===== src/rtl/mips_mem_pkg.sv =====
// mips_mem_pkg: shared widths, port indices and read-return tag type for the data-memory arbiter
package mips_mem_pkg;
  localparam int AW_DEF = 8;
  localparam int DW_DEF = 8;
  localparam logic PORT_CPU = 1'b0;
  localparam logic PORT_AUX = 1'b1;
  typedef struct packed {
    logic valid;
    logic port;
  } tag_t;
endpackage


===== src/rtl/arb_sel.sv =====
// arb_sel: sticky round-robin grant selection with a burst limit (purely combinational)
//   i_req0/i_req1 : requests from port 0 / port 1
//   i_owner/i_cnt : registered owner port and its consecutive-grant count
//   o_gnt         : one-hot grant vector {port1, port0}
//   o_owner_nxt/o_cnt_nxt : state to register at the next edge
module arb_sel #(
  parameter int MAX_BURST = 4,
  parameter int CW = $clog2(MAX_BURST + 1)
) (
  input  logic          i_req0,
  input  logic          i_req1,
  input  logic          i_owner,
  input  logic [CW-1:0] i_cnt,
  output logic [1:0]    o_gnt,
  output logic          o_owner_nxt,
  output logic [CW-1:0] o_cnt_nxt
);
  localparam logic [CW-1:0] MAXC = CW'(MAX_BURST);
  logic w_any;
  logic w_sel;
  always_comb begin
    w_any = i_req0 | i_req1;
    // under contention the owner keeps the memory until it has used up its burst
    w_sel = (i_req0 & i_req1) ? ((i_cnt < MAXC) ? i_owner : ~i_owner) : i_req1;
    o_gnt = w_any ? (w_sel ? 2'b10 : 2'b01) : 2'b00;
    o_owner_nxt = w_any ? w_sel : i_owner;
    o_cnt_nxt = !w_any ? '0 : (w_sel != i_owner) ? CW'(1) : (i_cnt == MAXC) ? MAXC : i_cnt + CW'(1);
  end
endmodule


===== src/rtl/mem_arbiter.sv =====
// mem_arbiter: shares one single-port data memory between the CPU (port 0) and an auxiliary master (port 1)
//   clk, rst (sync, active-low)
//   reqN/weN/addrN/wdataN : single-beat request from port N; gntN marks the transfer cycle
//   rvalidN/rdataN        : read return to port N, one cycle after its grant
//   mem_en/mem_we/mem_addr/mem_wdata/mem_rdata : memory side
module mem_arbiter
  import mips_mem_pkg::*;
#(
  parameter int AW = AW_DEF,
  parameter int DW = DW_DEF,
  parameter int MAX_BURST = 4
) (
  input  logic          clk,
  input  logic          rst,
  input  logic          req0,
  input  logic          req1,
  input  logic          we0,
  input  logic          we1,
  input  logic [AW-1:0] addr0,
  input  logic [AW-1:0] addr1,
  input  logic [DW-1:0] wdata0,
  input  logic [DW-1:0] wdata1,
  output logic          gnt0,
  output logic          gnt1,
  output logic          rvalid0,
  output logic          rvalid1,
  output logic [DW-1:0] rdata0,
  output logic [DW-1:0] rdata1,
  output logic          mem_en,
  output logic          mem_we,
  output logic [AW-1:0] mem_addr,
  output logic [DW-1:0] mem_wdata,
  input  logic [DW-1:0] mem_rdata
);
  localparam int CW = $clog2(MAX_BURST + 1);
  logic          r_owner;
  logic [CW-1:0] r_cnt;
  tag_t          r_tag;
  logic [1:0]    w_gnt;
  logic          w_owner_nxt;
  logic [CW-1:0] w_cnt_nxt;
  arb_sel #(.MAX_BURST(MAX_BURST), .CW(CW)) u_sel (
    .i_req0     (req0),
    .i_req1     (req1),
    .i_owner    (r_owner),
    .i_cnt      (r_cnt),
    .o_gnt      (w_gnt),
    .o_owner_nxt(w_owner_nxt),
    .o_cnt_nxt  (w_cnt_nxt)
  );
  always_comb begin
    // grants are suppressed while reset is held so the memory sees no access
    gnt0 = rst & w_gnt[0];
    gnt1 = rst & w_gnt[1];
    mem_en = gnt0 | gnt1;
    mem_we = gnt1 ? we1 : (gnt0 & we0);
    mem_addr = gnt1 ? addr1 : gnt0 ? addr0 : '0;
    mem_wdata = gnt1 ? wdata1 : gnt0 ? wdata0 : '0;
    rvalid0 = r_tag.valid & (r_tag.port == PORT_CPU);
    rvalid1 = r_tag.valid & (r_tag.port == PORT_AUX);
    rdata0 = rvalid0 ? mem_rdata : '0;
    rdata1 = rvalid1 ? mem_rdata : '0;
  end
  always_ff @(posedge clk) begin
    if (!rst) begin
      r_owner <= PORT_CPU;
      r_cnt <= '0;
      r_tag <= '0;
    end else begin
      r_owner <= w_owner_nxt;
      r_cnt <= w_cnt_nxt;
      r_tag <= '{valid: mem_en & ~mem_we, port: gnt1};
    end
  end
endmodule


===== config.mk =====
export PLATFORM = sky130hd
export DESIGN_NAME = mem_arbiter
export DESIGN_NICKNAME = d
export VERILOG_FILES = /design/src/rtl/mips_mem_pkg.sv /design/src/rtl/arb_sel.sv /design/src/rtl/mem_arbiter.sv
export SDC_FILE = /design/constraint.sdc
export NUM_CORES = 1
export LEC_CHECK = 0
export ABC_AREA = 0
export CAP_MARGIN = 20
export CORE_MARGIN = 2
export CORE_UTILIZATION = 25
export CTS_CLUSTER_SIZE = 40
export DETAILED_ROUTE_END_ITERATION = 12
export PLACE_DENSITY_LB_ADDON = 0.15
export SLEW_MARGIN = 20
export SYNTH_ARGS = -nofsm -noshare
export SYNTH_HDL_FRONTEND = slang
export SYNTH_HIERARCHICAL = 1
export SYNTH_SLANG_ARGS = --single-unit

===== constraint.sdc =====
create_clock -name clk -period 1.97 [get_ports clk]
set_clock_uncertainty 0.15 [all_clocks]
set_input_delay 0.394 -clock clk [delete_from_list [all_inputs] [get_ports clk]]
set_output_delay 0.394 -clock clk [all_outputs]
set_load 0.01 [all_outputs]

# After elaboration in Yosys (flattened, before gate mapping)
# Cells that the tools add are included.
# totals
ff_bits,6
output_inout_bits,38
# op_classes
n_addsub,1
order_cmp,1
n_eq_ne,2
mux,13
bitwise,14
n_reduce_logical,3
# ops
operator,count
8-bit 2-to-1 mux,6
1-bit AND,7
1-bit inverter,5
1-bit 2-to-1 mux,4
2-bit 2-to-1 mux,2
4-bit OR reduction,1
"3-bit by 1-bit adder with 3-bit output, second input constant",1
"3-bit == test, second input constant",1
"3-bit < comparator, second input constant",1
3-bit 2-to-1 mux,1
3-bit OR reduction,1
1-bit bitwise OR,2
2-bit AND reduction,1
1-bit != test,1

# Logic depth before layout (Yosys ltp)
# Gate-level depths: netlist (run 1).
# depth
ltp_word,10
ltp_mapped,8
ltp_nobuf,6

# By module
# Netlist (run 1), hierarchy kept.
# modules_own_cells
module,n_inst,cells_per_inst,area_per_inst_um2,seq_area_each_um2
mem_arbiter,1,60,579.3,120.1
arb_sel,1,29,209.0,0.0

# Worst setup path after synthesis (run 1)
# No wires, ideal clock.
# synth_timing
kind,register to output
from,reg r_cnt[2]
to,out mem_addr[5]
arrival_ps,1508
required_time_ps,1426
slack_ps,-82
path_stages_with_launch,9
path_cell_list,dfxtp_1 > buf_2 > xor2_1 > nor2_1 > nor2_1 > and2_4 > buf_6 > buf_6 > a32o_2
# synth_between
word_cells_on_any_way,9
cone_classes,order compare: 1; mux: 6; bitwise: 2
# synth_lines
element,line,rtl
from (decl),mem_arbiter.sv:37,logic [CW-1:0] r_cnt;
from (signal assigned),mem_arbiter.sv:71,r_cnt <= w_cnt_nxt;
3-bit < comparator,arb_sel.sv:24,w_sel = (i_req0 & i_req1) ? ((i_cnt < MAXC) ? i_owner : ~i_owner) : i_req1;
1-bit 2-to-1 mux (2 in a row),arb_sel.sv:24,
2-bit 2-to-1 mux (2 in a row),arb_sel.sv:25,o_gnt = w_any ? (w_sel ? 2'b10 : 2'b01) : 2'b00;
net w_gnt[1],mem_arbiter.sv:39,logic [1:0] w_gnt;
1-bit AND,mem_arbiter.sv:54,gnt1 = rst & w_gnt[1];
net gnt1,mem_arbiter.sv:24,"output logic gnt1,"
8-bit 2-to-1 mux,mem_arbiter.sv:57,mem_addr = gnt1 ? addr1 : gnt0 ? addr0 : '0;
to (decl),mem_arbiter.sv:31,"output logic [AW-1:0] mem_addr,"
# The timed path passes the listed nets, and every way through them passes these cells.

# Final worst setup path (run 1)
# layout_timing
from,reg r_cnt[2]
to,out mem_wdata[2]
# layout_between
word_cells_on_any_way,9
cone_classes,order compare: 1; mux: 6; bitwise: 2
# layout_lines
element,line,rtl
3-bit < comparator,arb_sel.sv:24,
1-bit 2-to-1 mux (2 in a row),arb_sel.sv:24,
2-bit 2-to-1 mux (2 in a row),arb_sel.sv:25,
net w_gnt[1],mem_arbiter.sv:39,
1-bit AND,mem_arbiter.sv:54,
8-bit 2-to-1 mux,mem_arbiter.sv:58,mem_wdata = gnt1 ? wdata1 : gnt0 ? wdata0 : '0;
to (decl),mem_arbiter.sv:32,"output logic [DW-1:0] mem_wdata,"
# The timed path passes the listed nets, and every way through them passes these cells.

==> results of run 1 <==
==> flip-flops by register name, indices dropped and copies added (netlist names) <==
register and flops:
r_tag 2, r_cnt 3, r_owner 1
==> cell usage in the layout, fill, tap and decap left out, drive strengths merged, types with 3 or more instances in the layout <==
cell,instances
clkbuf,3
dlygate4sd2,19
and3,8
dfxtp,6
and2,18
a32o,18
inv,7
nor2b,3
nor2,4
a21oi,3
clkdlybuf4s50,44
buf,39
==> metal layers <==
metal / routed length [um] / up-vias / GRT usage (%)
met5: 0 / - / 0
met4: 19 / 0 / 5.714
met3: 343 / 2 / 4.762
met2: 1600 / 63 / 34.78
met1: 1011 / 482 / 17.01
li1: - / 534 / -
==> logic make-up (layout without fill, tap and decap cells) <==
kind of cell	after synthesis	in the layout	share of synthesized area [%]
and+or+nand+nor	33	35	27.30
muxes	3	3	4.444
adders and majority gates	2	2	3.174
AOI/OAI and AO/OA	28	28	35.56
DFF	6	6	15.24
xor gates and xnor gates	1	1	1.111
buffers and inverters	16	112	13.17
==> final cells by class <==
| class | instances | area [sq um] | area share (%) |
|---|---|---|---|
| well taps | 44 | 55.05 | 2.999 |
| inverters | 7 | 26.28 | 1.431 |
| flip-flops and latches | 6 | 127.6 | 6.953 |
| repair buffers | 102 | 977.2 | 53.24 |
| clock buffers | 3 | 22.52 | 1.227 |
| multi-input cells | 69 | 626.9 | 34.15 |
==> metrics by stage <==
step / power, uW / TNS [ps]
floorplan: 272.5 / 0
global placement: 451.0 / -16650
detailed placement: 456.8 / -17650
CTS: 600.4 / -3487
global route: 636.4 / -3885
finish: 595.3 / -3058
==> power groups by stage <==
stage          sequential, uW  clock (uW)  combinational (uW)
4_1_cts                   133         114                 353
3_5_place_dp              136           0                 321
5_1_grt                   134         120                 382
3_3_place_gp              136           0                 315
6_report                  133         109                 353
2_1_floorplan             137           0                 136
==> worst max-delay path, cell delays in order, from the launching register on <==
cell	delay, ps
dfxtp_4	370
xor2_4	220
nor2_4	60
nor2_4	140
nor2b_4	60
buf_12	140
a32o_2	270
buf_6	120
==> worst max path at each step <==
stage | from | endpoint | cells after the start
floorplan | r_cnt[2] | mem_addr[4] | 8
global placement | req0 | mem_wdata[7] | 7
detailed placement | req0 | mem_we | 7
CTS | r_cnt[2] | mem_wdata[2] | 7
global route | r_owner | mem_addr[4] | 7
finish | r_cnt[2] | mem_wdata[2] | 7
==> timing repair <==
item | in CTS | in global routing
resized for setup | 131 | 3
setup endpoints to repair | 36 | 19
buffers inserted | 5 | 0
pin swaps | 12 | 2
cloned | 4 | 0
hold buffers | 0 | 0
==> qor.txt, run 1 <==
Status - finished with violations
Failing checks - negative setup slack
Count of different cell masters after synthesis - 27
RR Startpoint - r_cnt[2]
Hold_sp - r_cnt[1]
Initial drt markers - 27
Share of total power in combinational logic - 59.3%
Worst hold margin - 595.3 ps
Vias in the first global route - 1075
Post-synthesis sequential area ratio - 15.24%
Average routed wire per standard cell - 12.88 um
Cell Area, Placed - 0.001690 sq mm
Slew Viols, Final - 0
Pwr/cell area - 324.3 mW/mm^2
CP endpoint kind - output port
Maximum VDD drop - 0.0001384 V
Count leader, synth - a32o_2
WL final - 2.975 mm
Switching pwr - 175.4 uW
Final cell count without fillers - 231
Critical path fanouts, max - 18
Routability cong. - 0.6612
Fin crit share - 109.6%
Seq pwr share - 22.4%
Final instance area - 0.001836 sq mm
Ranking of synthesized cells by area - a32o_2 26%, dfxtp_1 15%, and2_1 7.1%, and3_1 6.3%, and2_2 5.7%
Post-synthesis net count - 137
Slew at the pin closest to its max-slew limit - 260.2 ps
Diodes inserted - 0
R2r endpoint - r_tag[1]
EDFF count, synth - 0
Area Overhead vs Synth - 132.9%
CTS buffer count - 3
DRC viols - 0
R2R Setup Slk - 460 ps
Drt first pass iters - 4
Fill count - 285
Slew headroom - 82.16%
Net Sw Frac - 29.47%
Pre-CTS WS - -844.3 ps
Detail Route Antenna Nets - 0
RSZ-0062 raised after global routing - yes
Initial Util - 26.03%
Tmin final - 2160 ps
Post-Syn Area - 788.3 sq um
Clock Latency Late Sink - 240 ps
FP Rows - 20
R2r worst-path depth - 6
Vias - 1081
Leakage - 0.0009627 uW
Warnings from Yosys - 6
Hold path depth - 4
Largest net degree at the start of global routing - 19
Root Driver - clkbuf_4
HPWL after detailed placement - 2.222 mm
Hold Path End - r_cnt[1]
Fin util - 60.62%
Clock slew at reported path FFs - 40 ps
Required time worst endpoint - 1430 ps
WP data arrival - 1620 ps
Primary FF master, synth - dfxtp_1
H-Tree Depth - 1
IO Count - 84
Mean area per synthesized cell - 8.857 sq um
Gr ovfl total - 0
CORE AREA - 0.003028 sq mm
Register bit count reported by yosys - 6
Placed cell count - 219
Clock Power Share - 18.2%
Initial antenna violation count - 0
Final WS setup - -189.9 ps
Synth Instances - 89
Input/output buffers - 83
CTS tree - done
Yosys top cell area share - 25.71%
CTS Sinks - 6
Max-cap check violation count - 0
Die area - 0.003618 sq mm
Leading area contributor after synthesis - a32o_2
Die X - 60.15 um
Tot GR Track Use - 17.52%
Nets@finish - 237
Die Span Y - 60.15 um
Internal - 419.9 uW
Asr flop ratio synth - 0%
Final Hold Vio Count - 0
CTS max path bufs - 2
Vias per inst - 4.680
Synth top cells by count - 18 x a32o_2, 9 x and2_1, 8 x and3_1, 7 x inv_1
Critical path class - reg2out
Hold crit path type - reg2reg
First-pass GRT wire length - 4.802 mm
Critical path launch point type - flop
Max Freq - 463.0 MHz
# setup viols final - 17
Layout cell share with drive strength beyond 1 - 44.39%
Power figures use the tool's default switching activity.
==> run 2: changes to the inputs <==
Settings changed: CORE_ASPECT_RATIO set to 1.25.
==> run 2 against run 1 <==
Against the previous run:
- the run still ends with negative setup slack left
- die area hardly changed
- cell area stayed put
- maximum frequency is 0.59% higher
- cell count is 3.5% lower
- flip-flop and latch count stayed put
- wire length is 2.7% lower
- clock power is 6% higher
- non-clock buffer count stayed put
- critical path depth stayed put
- global-route usage is 1.3 points lower
- register-to-register slack better by 30 ps
- first-iteration DRC count is 44% lower
- critical path type unchanged
- largest power group unchanged
==> qor.txt, run 2 (synthesis results as in run 1) <==
GR peak layer - met2 (unchanged)
Clock Latency Late Sink - 250 ps (was 240 ps)
Die area - 0.003621 sq mm (was 0.003618 sq mm)
Max-cap check violation count - 0 (unchanged)
Final cell count without fillers - 223 (was 231)
Max Freq - 465.7 MHz (was 463.0 MHz)
Final instance area - 0.001836 sq mm (unchanged)
Drt first pass iters - 4 (unchanged)
Most flop-heavy register - r_cnt (unchanged)
Net Sw Frac - 29.55% (was 29.47%)
Pwr/cell area - 325.5 mW/mm^2 (was 324.3 mW/mm^2)
Average routed wire per standard cell - 12.98 um (was 12.88 um)
Gr ovfl total - 0 (unchanged)
Initial drt markers - 15 (was 27)
Detail Route Antenna Nets - 0 (unchanged)
Nets@finish - 237 (unchanged)
Met1 usage - 14.93% (was 17.01%)
TNS Setup - -2831 ps (was -3058 ps)
Root Driver - clkbuf_4 (unchanged)
Final Hold Vio Count - 0 (unchanged)
CTS max path bufs - 2 (unchanged)
HPWL after detailed placement - 2.258 mm (was 2.222 mm)
Commonest non-fill, non-tap cell in the layout - clkdlybuf4s50_1 (unchanged)
Tmin final - 2147 ps (was 2160 ps)
Initial antenna violation count - 0 (unchanged)
Pre-CTS WS - -860.2 ps (was -844.3 ps)
Number of flip-flops in the largest register - 3 (unchanged)
IO Count - 84 (unchanged)
Routability cong. - 0.7041 (was 0.6612)
WP data arrival - 1600 ps (was 1620 ps)
CTS tree - done (unchanged)
CTS buffer count - 3 (unchanged)
Area Overhead vs Synth - 132.9% (unchanged)
# setup viols final - 17 (unchanged)
FP Rows - 22 (was 20)
Clock Power Share - 19.3% (was 18.2%)
GR met3 Demand/Resource - 3.587% (was 4.762%)
Placed cell count - 211 (was 219)
Hold path depth - 4 (unchanged)
Clock slew at reported path FFs - 50 ps (was 40 ps)
Initial Util - 26.52% (was 26.03%)
Failing checks - negative setup slack (unchanged)
Die X - 54.23 um (was 60.15 um)
Power Total - 597.4 uW (was 595.3 uW)
WL final - 2.894 mm (was 2.975 mm)
Die Span Y - 66.78 um (was 60.15 um)
Grt met2 use - 32.08% (was 34.78%)
Fill count - 277 (was 285)
Critical path launch point type - flop (unchanged)
Fin crit share - 109.0% (was 109.6%)
Internal - 420.8 uW (was 419.9 uW)
Input/output buffers - 83 (unchanged)
Hold Path End - r_cnt[0] (was r_cnt[1])
Status - finished with violations (unchanged)
First-pass GRT wire length - 4.409 mm (was 4.802 mm)
Regs by FF count - r_cnt x3, r_tag x2, r_owner x1 (unchanged)
R2r endpoint - r_tag[1] (unchanged)
CORE AREA - 0.002973 sq mm (was 0.003028 sq mm)
Vias per inst - 4.888 (was 4.680)
Critical path fanouts, max - 18 (unchanged)
Largest net degree at the start of global routing - 19 (unchanged)
Maximum VDD drop - 0.0002241 V (was 0.0001384 V)
RR Startpoint - r_owner (was r_cnt[2])
DRC viols - 0 (unchanged)
Vias - 1090 (was 1081)
Slew Viols, Final - 0 (unchanged)
RSZ-0062 raised after global routing - yes (unchanged)
CTS Sinks - 6 (unchanged)
Vias in the first global route - 1066 (was 1075)
Share of total power in combinational logic - 58.4% (was 59.3%)
Leakage - 0.001000 uW (was 0.0009627 uW)
Seq pwr share - 22.3% (was 22.4%)
Hold crit path type - in2reg (was reg2reg)
Hold_sp - req0 (was r_cnt[1])
Tot GR Track Use - 16.25% (was 17.52%)
Cell Area, Placed - 0.001680 sq mm (was 0.001690 sq mm)
Switching pwr - 176.6 uW (was 175.4 uW)
Most frequent cells in the layout - 42 x clkdlybuf4s50_1, 22 x buf_6, 19 x dlygate4sd2_1 (was 44 x clkdlybuf4s50_1, 20 x buf_6, 19 x dlygate4sd2_1)
Required time worst endpoint - 1430 ps (about the same)
Critical path class - reg2out (unchanged)
Slew at the pin closest to its max-slew limit - 223.5 ps (was 260.2 ps)
Final WS setup - -177.2 ps (was -189.9 ps)
Diodes inserted - 0 (unchanged)
R2R Setup Slk - 490 ps (was 460 ps)
H-Tree Depth - 1 (unchanged)
Layout cell share with drive strength beyond 1 - 43.85% (was 44.39%)
R2r worst-path depth - 6 (unchanged)
Slew headroom - 84.67% (was 82.16%)
CP endpoint kind - output port (unchanged)
-- run 2: power by group through the flow --
stage	logic [uW]	registers [uW]	clock network, uW
after floorplan	136	137	0
after global placement	315	136	0
after detailed placement	321	136	0
after CTS	352	135	121
after global routing	378	134	125
final	349	133	115
-- run 2: final cells by class --
type | count | area (sq um) | area share, %
Multi-Input combinational cell | 69 | 619.3 | 33.74
Tap cell | 36 | 45.04 | 2.454
Clock buffer | 3 | 22.52 | 1.227
Timing Repair Buffer | 102 | 994.7 | 54.19
Sequential cell | 6 | 127.6 | 6.953
Inverter | 7 | 26.28 | 1.431
-- run 2: metrics by stage --
| stage | util, % | hold WS, ps |
|---|---|---|
| detailed placement | 56.52 | 583.8 |
| floorplan | - | 380.1 |
| global route | 61.74 | 628.2 |
| finish | 61.74 | 573.9 |
| global placement | 56.52 | 554.1 |
| CTS | 61.36 | 561.8 |
-- run 2: critical path, cell delays in order (launching register included) --
cell	delay (ps)
dfxtp_4	360
xor2_4	200
nor2_4	50
nor2_4	140
nor2b_4	60
buf_12	140
a32o_2	270
buf_6	120
-- run 2: metal layers --
layer / vias to the layer above / share of wire, %
met3: 6 / 11
met5: - / 0
met1: 487 / 31
li1: 532 / -
met2: 65 / 56
met4: 0 / 1.5
-- run 2: how the worst max path moves through the flow --
stage	slack (ps)	depth (start not counted)	from	endpoint
2_1_floorplan	2	8	r_cnt[2]	mem_addr[4]
4_1_cts	-200	7	r_owner	mem_wdata[4]
3_5_place_dp	-860	7	req0	mem_addr[2]
5_1_grt	-250	7	r_owner	mem_addr[4]
3_3_place_gp	-830	7	req0	mem_addr[2]
6_report	-180	7	r_owner	mem_wdata[4]
-- run 2: repair_timing --
action,CTS,global route
resized for setup,131,4
gates cloned,2,0
setup endpoints to repair,36,22
hold buffers,0,0
buffers inserted,7,1
pin swaps,10,4
